===== src/rtl/alu_issue_ctrl.sv =====
// Single-issue ALU controller: decodes one MIPS instruction, drives the ALU, captures the result two edges later.
// One instruction per 4 clocks best case; writeback holds stable under wb_ready backpressure, no new issue until it drains.
module alu_issue_ctrl #(
  parameter int CNT_W = 16
) (
  input  logic             clk,
  input  logic             rst_n,
  input  logic             instr_valid,
  input  logic [31:0]      instr,
  input  logic [31:0]      rs_data,
  input  logic [31:0]      rt_data,
  output logic             instr_ready,
  output logic [31:0]      alu_a,
  output logic [31:0]      alu_b,
  output logic [3:0]       alu_csig,
  input  logic [31:0]      alu_out,
  input  logic             alu_z,
  input  logic             alu_n,
  output logic             wb_valid,
  input  logic             wb_ready,
  output logic             wb_we,
  output logic [4:0]       wb_rd,
  output logic [31:0]      wb_data,
  output logic             wb_z,
  output logic             wb_n,
  output logic             illegal,
  output logic [CNT_W-1:0] retired
);

  typedef enum logic [1:0] {S_IDLE, S_EXEC, S_CAPT, S_WB} state_t;

  state_t           state_q, state_d;
  logic [31:0]      alu_a_q, alu_a_d, alu_b_q, alu_b_d;
  logic [3:0]       alu_csig_q, alu_csig_d;
  logic             wb_we_q, wb_we_d, wb_z_q, wb_z_d, wb_n_q, wb_n_d;
  logic [4:0]       wb_rd_q, wb_rd_d;
  logic [31:0]      wb_data_q, wb_data_d;
  logic             illegal_q, illegal_d;
  logic [CNT_W-1:0] retired_q, retired_d;

  logic        dec_legal, dec_we;
  logic [3:0]  dec_csig;
  logic [31:0] dec_a, dec_b, imm_sext, imm_zext;
  logic [4:0]  dec_rd;
  logic        accept;
  logic        unused_rs_field;

  // Source register indices come in pre-read as rs_data/rt_data.
  assign unused_rs_field = ^instr[25:21];
  assign imm_sext = {{16{instr[15]}}, instr[15:0]};
  assign imm_zext = {16'h0000, instr[15:0]};

  always_comb begin
    dec_legal = 1'b0;
    dec_we    = 1'b1;
    dec_csig  = 4'b0000;
    dec_a     = rs_data;
    dec_b     = rt_data;
    dec_rd    = instr[20:16];
    if (instr[31:26] == 6'h00) begin
      dec_rd    = instr[15:11];
      dec_legal = 1'b1;
      case (instr[5:0])
        6'h20: dec_csig = 4'b0110;
        6'h22: dec_csig = 4'b0101;
        6'h24: dec_csig = 4'b0001;
        6'h25: dec_csig = 4'b0000;
        6'h26: dec_csig = 4'b0010;
        6'h27: dec_csig = 4'b0111;
        6'h2A: dec_csig = 4'b1001;
        6'h18: dec_csig = 4'b1010;
        6'h00, 6'h02, 6'h03: begin
          dec_a = rt_data;
          dec_b = {27'd0, instr[10:6]};
          dec_csig = (instr[5:0] == 6'h00) ? 4'b0011 :
                     (instr[5:0] == 6'h02) ? 4'b0100 : 4'b1110;
        end
        default: dec_legal = 1'b0;
      endcase
    end else begin
      dec_legal = 1'b1;
      case (instr[31:26])
        6'h08: begin dec_csig = 4'b0110; dec_b = imm_sext; end
        6'h0A: begin dec_csig = 4'b1001; dec_b = imm_sext; end
        6'h0C: begin dec_csig = 4'b0001; dec_b = imm_zext; end
        6'h0D: begin dec_csig = 4'b0000; dec_b = imm_zext; end
        6'h0E: begin dec_csig = 4'b0010; dec_b = imm_zext; end
        6'h23: begin dec_csig = 4'b1101; dec_b = imm_sext; end
        6'h2B: begin dec_csig = 4'b1101; dec_b = imm_sext; dec_we = 1'b0; end
        default: dec_legal = 1'b0;
      endcase
    end
  end

  assign accept = instr_valid && instr_ready;

  always_ff @(posedge clk or negedge rst_n) begin
    if (!rst_n) state_q <= S_IDLE;
    else        state_q <= state_d;
  end

  always_comb begin
    state_d = state_q;
    case (state_q)
      S_IDLE:  if (accept && dec_legal) state_d = S_EXEC;
      S_EXEC:  state_d = S_CAPT;
      S_CAPT:  state_d = S_WB;
      S_WB:    if (wb_ready) state_d = S_IDLE;
      default: state_d = S_IDLE;
    endcase
  end

  always_comb begin
    instr_ready = (state_q == S_IDLE);
    wb_valid    = (state_q == S_WB);
  end

  always_comb begin
    alu_a_d    = alu_a_q;
    alu_b_d    = alu_b_q;
    alu_csig_d = alu_csig_q;
    wb_we_d    = wb_we_q;
    wb_rd_d    = wb_rd_q;
    wb_data_d  = wb_data_q;
    wb_z_d     = wb_z_q;
    wb_n_d     = wb_n_q;
    retired_d  = retired_q;
    illegal_d  = accept && !dec_legal;
    if (accept && dec_legal) begin
      alu_a_d    = dec_a;
      alu_b_d    = dec_b;
      alu_csig_d = dec_csig;
      wb_rd_d    = dec_rd;
      wb_we_d    = dec_we && (dec_rd != 5'd0);
    end
    // ALU result is registered, so it is valid on the edge leaving CAPT.
    if (state_q == S_CAPT) begin
      wb_data_d = alu_out;
      wb_z_d    = alu_z;
      wb_n_d    = alu_n;
    end
    if (wb_valid && wb_ready) retired_d = retired_q + CNT_W'(1);
  end

  always_ff @(posedge clk or negedge rst_n) begin
    if (!rst_n) begin
      alu_a_q    <= '0;
      alu_b_q    <= '0;
      alu_csig_q <= '0;
      wb_we_q    <= 1'b0;
      wb_rd_q    <= '0;
      wb_data_q  <= '0;
      wb_z_q     <= 1'b0;
      wb_n_q     <= 1'b0;
      illegal_q  <= 1'b0;
      retired_q  <= '0;
    end else begin
      alu_a_q    <= alu_a_d;
      alu_b_q    <= alu_b_d;
      alu_csig_q <= alu_csig_d;
      wb_we_q    <= wb_we_d;
      wb_rd_q    <= wb_rd_d;
      wb_data_q  <= wb_data_d;
      wb_z_q     <= wb_z_d;
      wb_n_q     <= wb_n_d;
      illegal_q  <= illegal_d;
      retired_q  <= retired_d;
    end
  end

  assign alu_a    = alu_a_q;
  assign alu_b    = alu_b_q;
  assign alu_csig = alu_csig_q;
  assign wb_we    = wb_we_q;
  assign wb_rd    = wb_rd_q;
  assign wb_data  = wb_data_q;
  assign wb_z     = wb_z_q;
  assign wb_n     = wb_n_q;
  assign illegal  = illegal_q;
  assign retired  = retired_q;

endmodule


===== config.mk =====
export PLATFORM = sky130hd
export DESIGN_NAME = alu_issue_ctrl
export DESIGN_NICKNAME = d
export VERILOG_FILES = /design/src/rtl/alu_issue_ctrl.sv
export SDC_FILE = /design/constraint.sdc
export NUM_CORES = 1
export LEC_CHECK = 0
export ABC_AREA = 1
export CAP_MARGIN = 0
export CORE_MARGIN = 10
export CORE_UTILIZATION = 30
export CTS_CLUSTER_DIAMETER = 80
export DETAILED_ROUTE_END_ITERATION = 8
export PLACE_DENSITY = 0.67
export SLEW_MARGIN = 20
export SYNTH_ARGS = -nofsm -noshare
export SYNTH_HDL_FRONTEND = slang
export SYNTH_SLANG_ARGS = --single-unit

===== constraint.sdc =====
create_clock -name clk -period 5.4 [get_ports clk]
set_clock_uncertainty 0.2 [all_clocks]
set_input_delay 0.54 -clock clk [delete_from_list [all_inputs] [get_ports clk]]
set_output_delay 0.54 -clock clk [all_outputs]
set_load 0.03 [all_outputs]

==> out/qor.csv, run 1 <==
stage,metric,value,unit
synth,yosysTopAreaCellShare,49.4,%
placement,dp_slack,1.57,ns
clock_network,hold_buffers,0,
grt,grt_pass1_wl,36700,um
synth,avgSynthCellArea,7.77,sq um
worst_setup_path,cp-startpoint,instr[28],
final_layout,fillCellCount,2052,
placement,port_buffers,255,
synth,ys_seq_elements,127,
worst_setup_path,cp-start-kind,primary input,
worst_setup_path,path_class,primary input to flop,
synth,syn_nets,965,
timing,hold_viol_final,4,
clock_network,cts.reportedPaths.clkPinSlew,0.07,ns
power_and_ir_drop,p_per_area,534,mW/mm^2
clock_network,cts_buffer_depth,2,
clock_network,cts_tree,built,
grt,grt_max_degree,88,
die,io_pins,261,
clock_network,numCtsBuffers,17,
timing,period_minus_slack,3.41,ns
die,die-area,0.0277,sq mm
synth,synth_area_leaders,"dfrtp_1 (49%), nand2_1 (20%), o21ai_0 (5.9%)",
route,drtAntennaViolNets,0,
clock_network,post_cts_buffers,0,
clock_network,clkLatencyLatePin,0.41,ns
synth,ys_seq_area_share,49.4,%
route,dr.pass1.iters,5,
route,routed_wl,23500,um
timing,fin_crit_sh,63.1,%
synth,synthCells,827,
synth,yosysWarnings,0,
final_layout,drive_gt1_share,5.53,%
route,drc_errors,0,
synth,syn-cell-area,0.00643,sq mm
grt,grtUsageMet1,20.4,%
die,die_w,166,um
grt,overflow,0,
placement,place_area,0.00919,sq mm
route,wl_per_cell,17.3,um
run_status,status,"finished, violations left",
grt,use_met3,5.37,%
worst_setup_path,cp_cell_sequence,"clkdlybuf4s50_1, nor2_2, nand3_4, clkinv_2, nand2_1, nor2_1, nand3_2, nand3_4, inv_2, nand3_1, nand2_1",
power_and_ir_drop,power,5.26,mW
grt,busiest_layer,met2,
final_layout,final_core_util,46.9,%
die,core,0.0210,sq mm
die,rows,53,
route,vias_per_cell,4.54,
timing,drv_slew,0,
worst_setup_path,critical_path.top_delay_family,buffers and inverters,
grt,antenna_found_initial,2,
grt,grt_usage,16.7,%
worst_setup_path,critPathSlowestCell,inv_2,
timing,tns,0,ns
timing,worst_pin_slew,1.05,ns
final_layout,syn_to_final_growth,53.2,%
timing,setup_violations,0,
run_status,violations,negative hold slack,
placement,place_inst,1328,
timing,slew_headroom,29.6,%
timing,rsz0062_at_grt,false,
die,initial_core_util,30.6,%
worst_setup_path,cpPeakStageDelay,0.81,ns
placement,post-dp-hpwl,17100,um
power_and_ir_drop,p_leak,4.95,nW
job,drv_cap,0,
final_layout,final_nets,1210,
final_layout,final_area,0.00985,sq mm
worst_setup_path,required,5.55,ns
worst_setup_path,r2r-start,state_q[0],
synth,yosys.area.top_type,dfrtp_1,
final_layout,instances_no_fill,1360,
power_and_ir_drop,irDropWorstVdd,0.000198,V
min_path,hp-class,primary input to asynchronous set/reset pin,
grt,met2_usage,27.7,%
worst_setup_path,cp_num_buf_inv,3,
timing,holdWs,-0.0227,ns
clock_network,htreeDepth,4,
grt,grt_pass1_vias,6153,
die,die_y,166,um
worst_setup_path,critPathMaxFanout,55,
clock_network,cts_resized,0,
route,vias,6179,
clock_network,clock-sinks,127,
timing,fmax,0.293,GHz
synth,ys_types,33,
worst_setup_path,arrival,3.56,ns
timing,fin_ws,1.99,ns
final_layout,insertedDiodeCount,0,
clock_network,cts-root-buf,clkbuf_16,
worst_setup_path,critPathCaptureType,flop,
placement,place_congestion,0.794,
route,drt_iter0_drc,364,
-- cell usage after synthesis (all sizes together) --
master	n
a21oi	9
xor2	5
mux2	1
ha	4
nor3	5
clkinv	2
nor4	1
dfrtp	127
clkbuf	15
mux2i	27
o21ba	1
a31oi	3
xnor2	8
nor2	38
and3	1
nand4	5
o21ai	76
nor3b	1
nand3	57
inv	70
buf	22
nand2	349
-- where the power goes --
group          switching [mW]  internal [mW]  total (mW)
Combinational            1.45          0.947        2.39
Clock                   0.464          0.837        1.30
Sequential              0.222           1.34        1.56
-- kinds of logic (layout without fill, tap and decap cells) --
| kind of cell | Yosys count | count (layout) | share of synthesized area [%] |
|---|---|---|---|
| compound gates | 89 | 89 | 7.06 |
| xor+xnor | 13 | 13 | 1.77 |
| fa+ha+maj | 4 | 4 | 0.779 |
| buf+inv | 109 | 367 | 7.22 |
| flops | 127 | 127 | 49.4 |
| mux | 28 | 28 | 4.38 |
| simple gates | 457 | 457 | 29.4 |
-- final timing paths --
check	end	slack [ns]	depth (start not counted)
max in group asynchronous	retired[14]	3.90	2
min in group clk	wb_data[16]	0.27	2
min reg2reg	wb_data[16]	0.27	2
min	alu_a[24]	-0.02	1
max	alu_b[19]	1.99	11
max reg2reg	alu_b[19]	2.62	8
-- metal layers --
layer / up-vias / routed length (um)
met5: - / 31
met1: 2896 / 10000
met2: 159 / 11700
met3: 22 / 1560
met4: 4 / 212
li1: 3098 / -
-- worst reg2reg max path, stage by stage (launching register included) --
cell and delay [ns]:
dfrtp_1 0.40, inv_1 0.09, ha_1 0.21, nand2_1 0.09
inv_1 0.11, nand3_4 0.46, inv_2 0.82, nand3_1 0.23
nand2_1 0.10
-- cell type report --
| cell class | instances | area (sq um) | share of cell area, % |
|---|---|---|---|
| Sequential cell | 127 | 3180 | 32.3 |
| Multi-Input combinational cell | 591 | 2790 | 28.3 |
| Timing Repair Buffer | 263 | 2610 | 26.5 |
| Clock buffer | 20 | 447 | 4.53 |
| Tap cell | 275 | 344 | 3.49 |
| Inverter | 72 | 272 | 2.76 |
| Clock inverter | 12 | 208 | 2.11 |
-- flip-flops by register name, indices dropped and copies added, names as in the netlist --
| register | flops |
|---|---|
| alu_a | 32 |
| alu_b | 32 |
| alu_csig | 4 |
| illegal | 1 |
| retired | 16 |
| state_q | 2 |
| wb_data | 32 |
| wb_n | 1 |
| wb_rd | 5 |
| wb_we | 1 |
| wb_z | 1 |
-- cells in the final DEF, fill, tap and decap left out, types with 2 or more instances in the layout --
cell             count
nor3_2               2
nor2_4               2
ha_1                 4
nor2_1              30
xnor2_1              8
mux2i_1             27
clkbuf_16           17
nand2_1            347
nor2_2               6
a21oi_1              9
bufinv_16            5
dfrtp_1            127
clkinv_4             5
xor2_1               5
nand3_4              2
nand3_1             54
nor3_1               3
o21ai_0             76
inv_1               67
clkdlybuf4s50_1    254
a31oi_1              3
inv_2                3
nand2_2              2
nand4_1              5
clkinv_2             2
clkbuf_1             2
buf_4                8
Power figures use the tool's default switching activity.
==> run 2, diff against run 1 <==
- clock period: 5.4 -> 3.5 ns (I/O delays scaled with it)
==> run 2 against run 1 <==
Against the previous run: the flow now finishes without violations; routed wire length down 1.9%; critical path depth is 1 lower; via count grew 0.19%; global-route usage decreased by 0.24 points; register-to-register slack lost 1.3 ns; cell count is 0.74% higher; critical path type unchanged; critical endpoint is now alu_b[2]; largest cell class unchanged; largest power group unchanged.
==> out/qor.csv, run 2 (synthesized netlist as in run 1, its figures left out) <==
stage,metric,value,unit,change
die,rows,53,,unchanged
clock_network,hold_buffers,1,,+1
final_layout,multi_input_area,0.00279,sq mm,about the same
clock_network,htreeDepth,4,,unchanged
die,die_y,166,um,unchanged
worst_setup_path,arrival,2.51,ns,-1.05 ns
timing,fin_crit_sh,68.6,%,
grt,grt_usage,16.5,%,-0.24 points
clock_network,cts_buffer_depth,2,,unchanged
final_layout,fillCellCount,2050,,-0.097%
die,core,0.0210,sq mm,unchanged
run_status,status,completed,,
worst_setup_path,path_class,primary input to flop,,
grt,grt_pass1_vias,6191,,+0.62%
power_and_ir_drop,clkPwrFrac,24.7,%,about the same
route,drc_errors,0,,unchanged
clock_network,post_cts_buffers,0,,unchanged
timing,slew_headroom,60.6,%,+31 points
power_and_ir_drop,p_per_area,815,mW/mm^2,+53%
die,io_pins,261,,unchanged
final_layout,seqCellArea,0.00318,sq mm,unchanged
die,initial_core_util,30.6,%,unchanged
grt,grt_max_degree,106,,+20%
worst_setup_path,critPathCaptureType,flop,,
timing,setup_violations,0,,unchanged
power_and_ir_drop,switching_share,40.6,%,about the same
grt,overflow,0,,unchanged
placement,post-dp-hpwl,17300,um,+1.1%
route,dr.pass1.iters,5,,unchanged
final_layout,final_cell_mix,"nand2_1 (348), clkdlybuf4s50_1 (254), dfrtp_1 (127)",,
clock_network,cts.reportedPaths.clkPinSlew,0.06,ns,about the same
worst_setup_path,critPathMaxFanout,17,,-69%
clock_network,cts_resized,0,,unchanged
timing,fmax,0.416,GHz,
route,drt_iter0_drc,343,,-5.8%
route,vias_per_cell,4.52,,-0.54%
route,drtAntennaViolNets,0,,unchanged
die,die_w,166,um,unchanged
grt,antenna_found_initial,3,,+1
worst_setup_path,cp-start-kind,primary input,,
power_and_ir_drop,p_sw,3.29,mW,+54%
timing,fin_ws,1.10,ns,-0.894 ns
grt,grt_pass1_wl,36500,um,-0.58%
timing,worst_pin_slew,0.591,ns,-0.459 ns
timing,drv_slew,0,,unchanged
placement,port_buffers,255,,unchanged
clock_network,cts_tree,built,,
power_and_ir_drop,power,8.11,mW,+54%
placement,place_congestion,0.835,,+5.2%
final_layout,drive_gt1_share,6.22,%,+0.69 points
placement,dp_slack,0.697,ns,-0.872 ns
min_path,hp-class,primary input to asynchronous set/reset pin,,
clock_network,cts-root-buf,clkbuf_16,,
timing,hold_viol_final,0,,-4
timing,period_minus_slack,2.40,ns,
power_and_ir_drop,power_frac_seq,29.7,%,about the same
clock_network,numCtsBuffers,17,,unchanged
power_and_ir_drop,power_frac_comb,45.7,%,+0.2 points
route,routed_wl,23100,um,-1.9%
worst_setup_path,required,3.61,ns,-1.94 ns
power_and_ir_drop,irDropWorstVdd,0.000389,V,+97%
final_layout,final_core_util,47.4,%,+0.51 points
power_and_ir_drop,p_int,4.82,mW,+54%
timing,tns,0,ns,unchanged
final_layout,final_nets,1219,,+0.74%
route,wl_per_cell,16.8,um,-2.6%
final_layout,final_common_cell,nand2_1,,
power_and_ir_drop,p_leak,5.01,nW,+1.1%
final_layout,syn_to_final_growth,54.9,%,
job,drv_cap,0,,unchanged
route,vias,6191,,+0.19%
timing,rsz0062_at_grt,false,,
clock_network,clkLatencyLatePin,0.41,ns,about the same
clock_network,clock-sinks,127,,unchanged
die,die-area,0.0277,sq mm,unchanged
run 2: cell count changes in the layout (fill, tap and decap cells not counted), sizes merged:
cell,before,now
clkbuf,20,17
inv,71,76
buf,9,17
clkinvlp,0,1
diode,0,2
dlygate4sd3,0,1
clkinv,8,4
run 2: worst paths after layout:
path / to / from / depth (start not counted) / slack (ns)
hold reg to reg: wb_data[6] / wb_data[6] / 2 / 0.27
setup / recovery: alu_b[2] / instr[3] / 10 / 1.10
hold / removal: alu_a[23] / rst_n / 2 / 0.22
min in group clk: wb_data[6] / wb_data[6] / 2 / 0.27
max in group asynchronous: alu_b[31] / rst_n / 4 / 1.96
setup reg to reg: retired[14] / state_q[1] / 8 / 1.29
run 2: layer usage:
metal | vias to the layer above | global-route usage, % | part of all wire (%) | routed length (um)
met5 | - | 0 | 0.12 | 27
met4 | 4 | 4.05 | 1.4 | 324
met3 | 20 | 5.66 | 6.5 | 1510
met2 | 164 | 27.7 | 50 | 11500
met1 | 2882 | 19.7 | 42 | 9760
li1 | 3121 | - | - | -
run 2: power by group through the flow:
stage	Combinational, mW	Sequential (mW)	Clock [mW]
after floorplan	0.830	3.57	0
after global routing	3.98	2.49	2.12
after global placement	3.74	2.40	0
after detailed placement	3.75	2.42	0
final	3.71	2.41	2.00
after CTS	3.77	2.41	2.06
run 2: area by class of cell:
type | count | share of cell area [%]
sequential | 127 | 31.9
tap | 275 | 3.46
antenna | 2 | 0.0503
clock inverter | 14 | 2.31
timing repair buffer | 272 | 27.3
clock buffer | 17 | 4.27
multi-input combinational | 591 | 28.0
inverter | 72 | 2.73
run 2: per-stage QoR:
stage | hold slack (ns) | std cells | cell area (sq um)
2_1_floorplan | -0.146 | 827 | 6430
3_3_place_gp | 0.253 | 1335 | 9260
3_5_place_dp | 0.257 | 1335 | 9260
4_1_cts | 0.248 | 1367 | 9920
5_1_grt | 0.248 | 1370 | 9960
6_report | 0.218 | 1370 | 9960
run 2: critical path: stages:
cell             delay (ns)
clkdlybuf4s50_1        0.45
nor2_2                 0.24
nand3_1                0.18
nand2_1                0.46
nor2_1                 0.19
buf_4                  0.25
a21oi_1                0.18
nand2_1                0.09
nand2_1                0.06
nand2_1                0.05
==> run 3, diff against run 2 <==
- PLACE_DENSITY: 0.67 -> 0.69
- clock period: 3.5 -> 2.05 ns (I/O delays scaled with it)
==> run 3 against run 2 <==
Against the previous run: critical path depth decreased by 9; clock power is 53% higher; non-clock buffer count increased by 40; critical endpoint is now retired[2]; largest power group unchanged.
==> out/qor.csv, run 3 (synthesized netlist as in run 1, its figures left out) <==
stage,metric,value,unit,change
run_status,status,completed,,
min_path,hold_path.startpoint,alu_out[11],,
timing,setup_violations,0,,unchanged
grt,grt_pass1_wl,37100,um,+1.9%
placement,place_inst,1376,,+3.1%
placement,place_area,0.00970,sq mm,+4.8%
worst_setup_path,cp_cell_sequence,clkdlybuf4s50_1,,
power_and_ir_drop,irDropWorstVdd,0.000779,V,+100%
power_and_ir_drop,p_per_area,1320,mW/mm^2,+61%
clock_network,htreeDepth,4,,unchanged
timing,period_minus_slack,1.95,ns,
final_layout,final_nets,1259,,+3.3%
worst_setup_path,r2r_cells,9,,+1
final_layout,final_cell_mix,"nand2_1 (347), clkdlybuf4s50_1 (252), dfrtp_1 (127)",,
final_layout,final_area,0.0103,sq mm,+3.7%
placement,place_congestion,0.844,,+1.1%
worst_setup_path,rrSetupSlack,0.18,ns,-1.11 ns
worst_setup_path,critPathCaptureType,primary output,,
worst_setup_path,arrival,1.55,ns,-0.96 ns
min_path,holdPathEnd,wb_data[11],,
die,initial_core_util,30.6,%,unchanged
grt,overflow,0,,unchanged
grt,grt_usage,16.8,%,+0.30 points
clock_network,cts-root-buf,clkbuf_16,,
die,rows,53,,unchanged
die,core,0.0210,sq mm,unchanged
timing,hold_viol_final,0,,unchanged
placement,post-dp-hpwl,18100,um,+4.4%
timing,fin_crit_sh,95.1,%,
clock_network,numCtsBuffers,17,,unchanged
grt,grt_max_degree,69,,-35%
route,vias,6425,,+3.8%
timing,worst_pin_slew,0.496,ns,-0.0945 ns
min_path,hp-class,primary input to flop,,
route,drt_iter0_drc,446,,+30%
power_and_ir_drop,p_leak,5.22,nW,+4.3%
clock_network,clkLatencyLatePin,0.41,ns,about the same
route,routed_wl,23800,um,+3.2%
final_layout,instances_no_fill,1412,,+3.1%
final_layout,final_common_cell,nand2_1,,
route,drc_errors,0,,unchanged
worst_setup_path,critPathSlowestCell,clkdlybuf4s50_1,,
grt,grt_pass1_vias,6313,,+2.0%
die,die-area,0.0277,sq mm,unchanged
final_layout,drive_gt1_share,10.2,%,+4.0 points
worst_setup_path,cp_num_buf_inv,1,,-1
worst_setup_path,critical_path.top_delay_family,buffers and inverters,,
timing,fmax,0.513,GHz,
worst_setup_path,r2r_end,alu_b[20],,
route,dr.pass1.iters,5,,unchanged
worst_setup_path,critPathMaxFanout,5,,-12
die,die_y,166,um,unchanged
route,drtAntennaViolNets,0,,unchanged
worst_setup_path,required,1.64,ns,-1.97 ns
clock_network,post_cts_buffers,0,,unchanged
worst_setup_path,cpPeakStageDelay,0.70,ns,+0.24 ns
timing,drv_slew,0,,unchanged
power_and_ir_drop,power,13.6,mW,+67%
grt,antenna_found_initial,3,,unchanged
worst_setup_path,r2r-start,state_q[0],,
final_layout,syn_to_final_growth,60.7,%,
min_path,hold_depth,3,,
timing,slew_headroom,66.8,%,+6.2 points
job,drv_cap,0,,unchanged
worst_setup_path,path_class,flop to primary output,,
clock_network,cts_tree,built,,
timing,fin_ws,0.0997,ns,-0.998 ns
worst_setup_path,cp-start-kind,flop,,
clock_network,cts.reportedPaths.clkPinSlew,0.07,ns,about the same
route,wl_per_cell,16.9,um,+0.14%
placement,dp_slack,-0.281,ns,-0.978 ns
die,die_w,166,um,unchanged
clock_network,cts_buffer_depth,2,,unchanged
placement,port_buffers,255,,unchanged
clock_network,clock-sinks,127,,unchanged
route,vias_per_cell,4.55,,+0.69%
die,io_pins,261,,unchanged
==> run 3: cell types whose count changed in the layout (fill, tap and decap cells not counted), sizes merged <==
cell           before  now
buf                17   57
clkinv              4   10
inv                76   71
bufinv              5    2
clkbuf             17   20
clkdlybuf4s50     254  252
clkinvlp            1    2
diode               2    3
dlygate4sd2         0    1
==> run 3: how the worst max path moves through the flow <==
stage                       end  depth (start not counted)  startpoint
floorplan           retired[15]                          7  state_q[1]
global placement       alu_b[1]                         12   instr[27]
detailed placement     alu_b[1]                         12   instr[28]
CTS                 instr_ready                          3  state_q[0]
global route        retired[15]                          7  state_q[1]
finish               retired[2]                          1  retired[2]
==> run 3: final cells by class <==
| class | instances | area [sq um] |
|---|---|---|
| sequential | 127 | 3180 |
| antenna | 3 | 7.51 |
| timing repair buffer | 312 | 3120 |
| clock buffer | 19 | 453 |
| inverter | 72 | 272 |
| clock inverter | 13 | 139 |
| tap | 275 | 344 |
| multi-input combinational | 591 | 2820 |
| fill | 2022 | 10700 |
==> run 3: worst reg2reg max path, stage by stage (launching register included) <==
cell	delay (ns)
dfrtp_1	0.41
inv_1	0.09
ha_1	0.22
nand2_1	0.10
inv_1	0.13
nand3_4	0.16
inv_2	0.14
buf_12	0.16
nand3_1	0.11
nand2_1	0.08
==> run 3: metrics by stage <==
| step | util [%] | hold slack, ns | setup TNS, ns |
|---|---|---|---|
| 3_5_place_dp | 46.1 | 0.0122 | -14.99 |
| 6_report | 49.1 | 0.119 | 0 |
| 2_1_floorplan | - | -0.291 | 0 |
| 4_1_cts | 49.0 | 0.106 | 0 |
| 5_1_grt | 49.1 | 0.115 | -0.0171 |
| 3_3_place_gp | 46.1 | 0.0179 | -12.80 |
==> run 3: timing repair <==
item,4_1_cts,5_1_grt
hold buffers,1,0
gates resized for setup,2,8
hold endpoints to repair,127,0
setup endpoints to repair,2,24
gates cloned,0,0
==> run 3: per-layer routing <==
layer	vias to the layer above	wire [um]	global-route usage, %
met5	-	0	0
met4	0	501	6.38
met3	23	1590	4.50
met2	211	11600	27.2
met1	2992	10200	20.8
li1	3199	-	-
==> run 3: power breakdown <==
part           internal (mW)  leakage, nW  switching [mW]
clock                   1.86        0.289            1.21
combinational           2.55         3.31            3.83
sequential              3.54         1.62           0.602
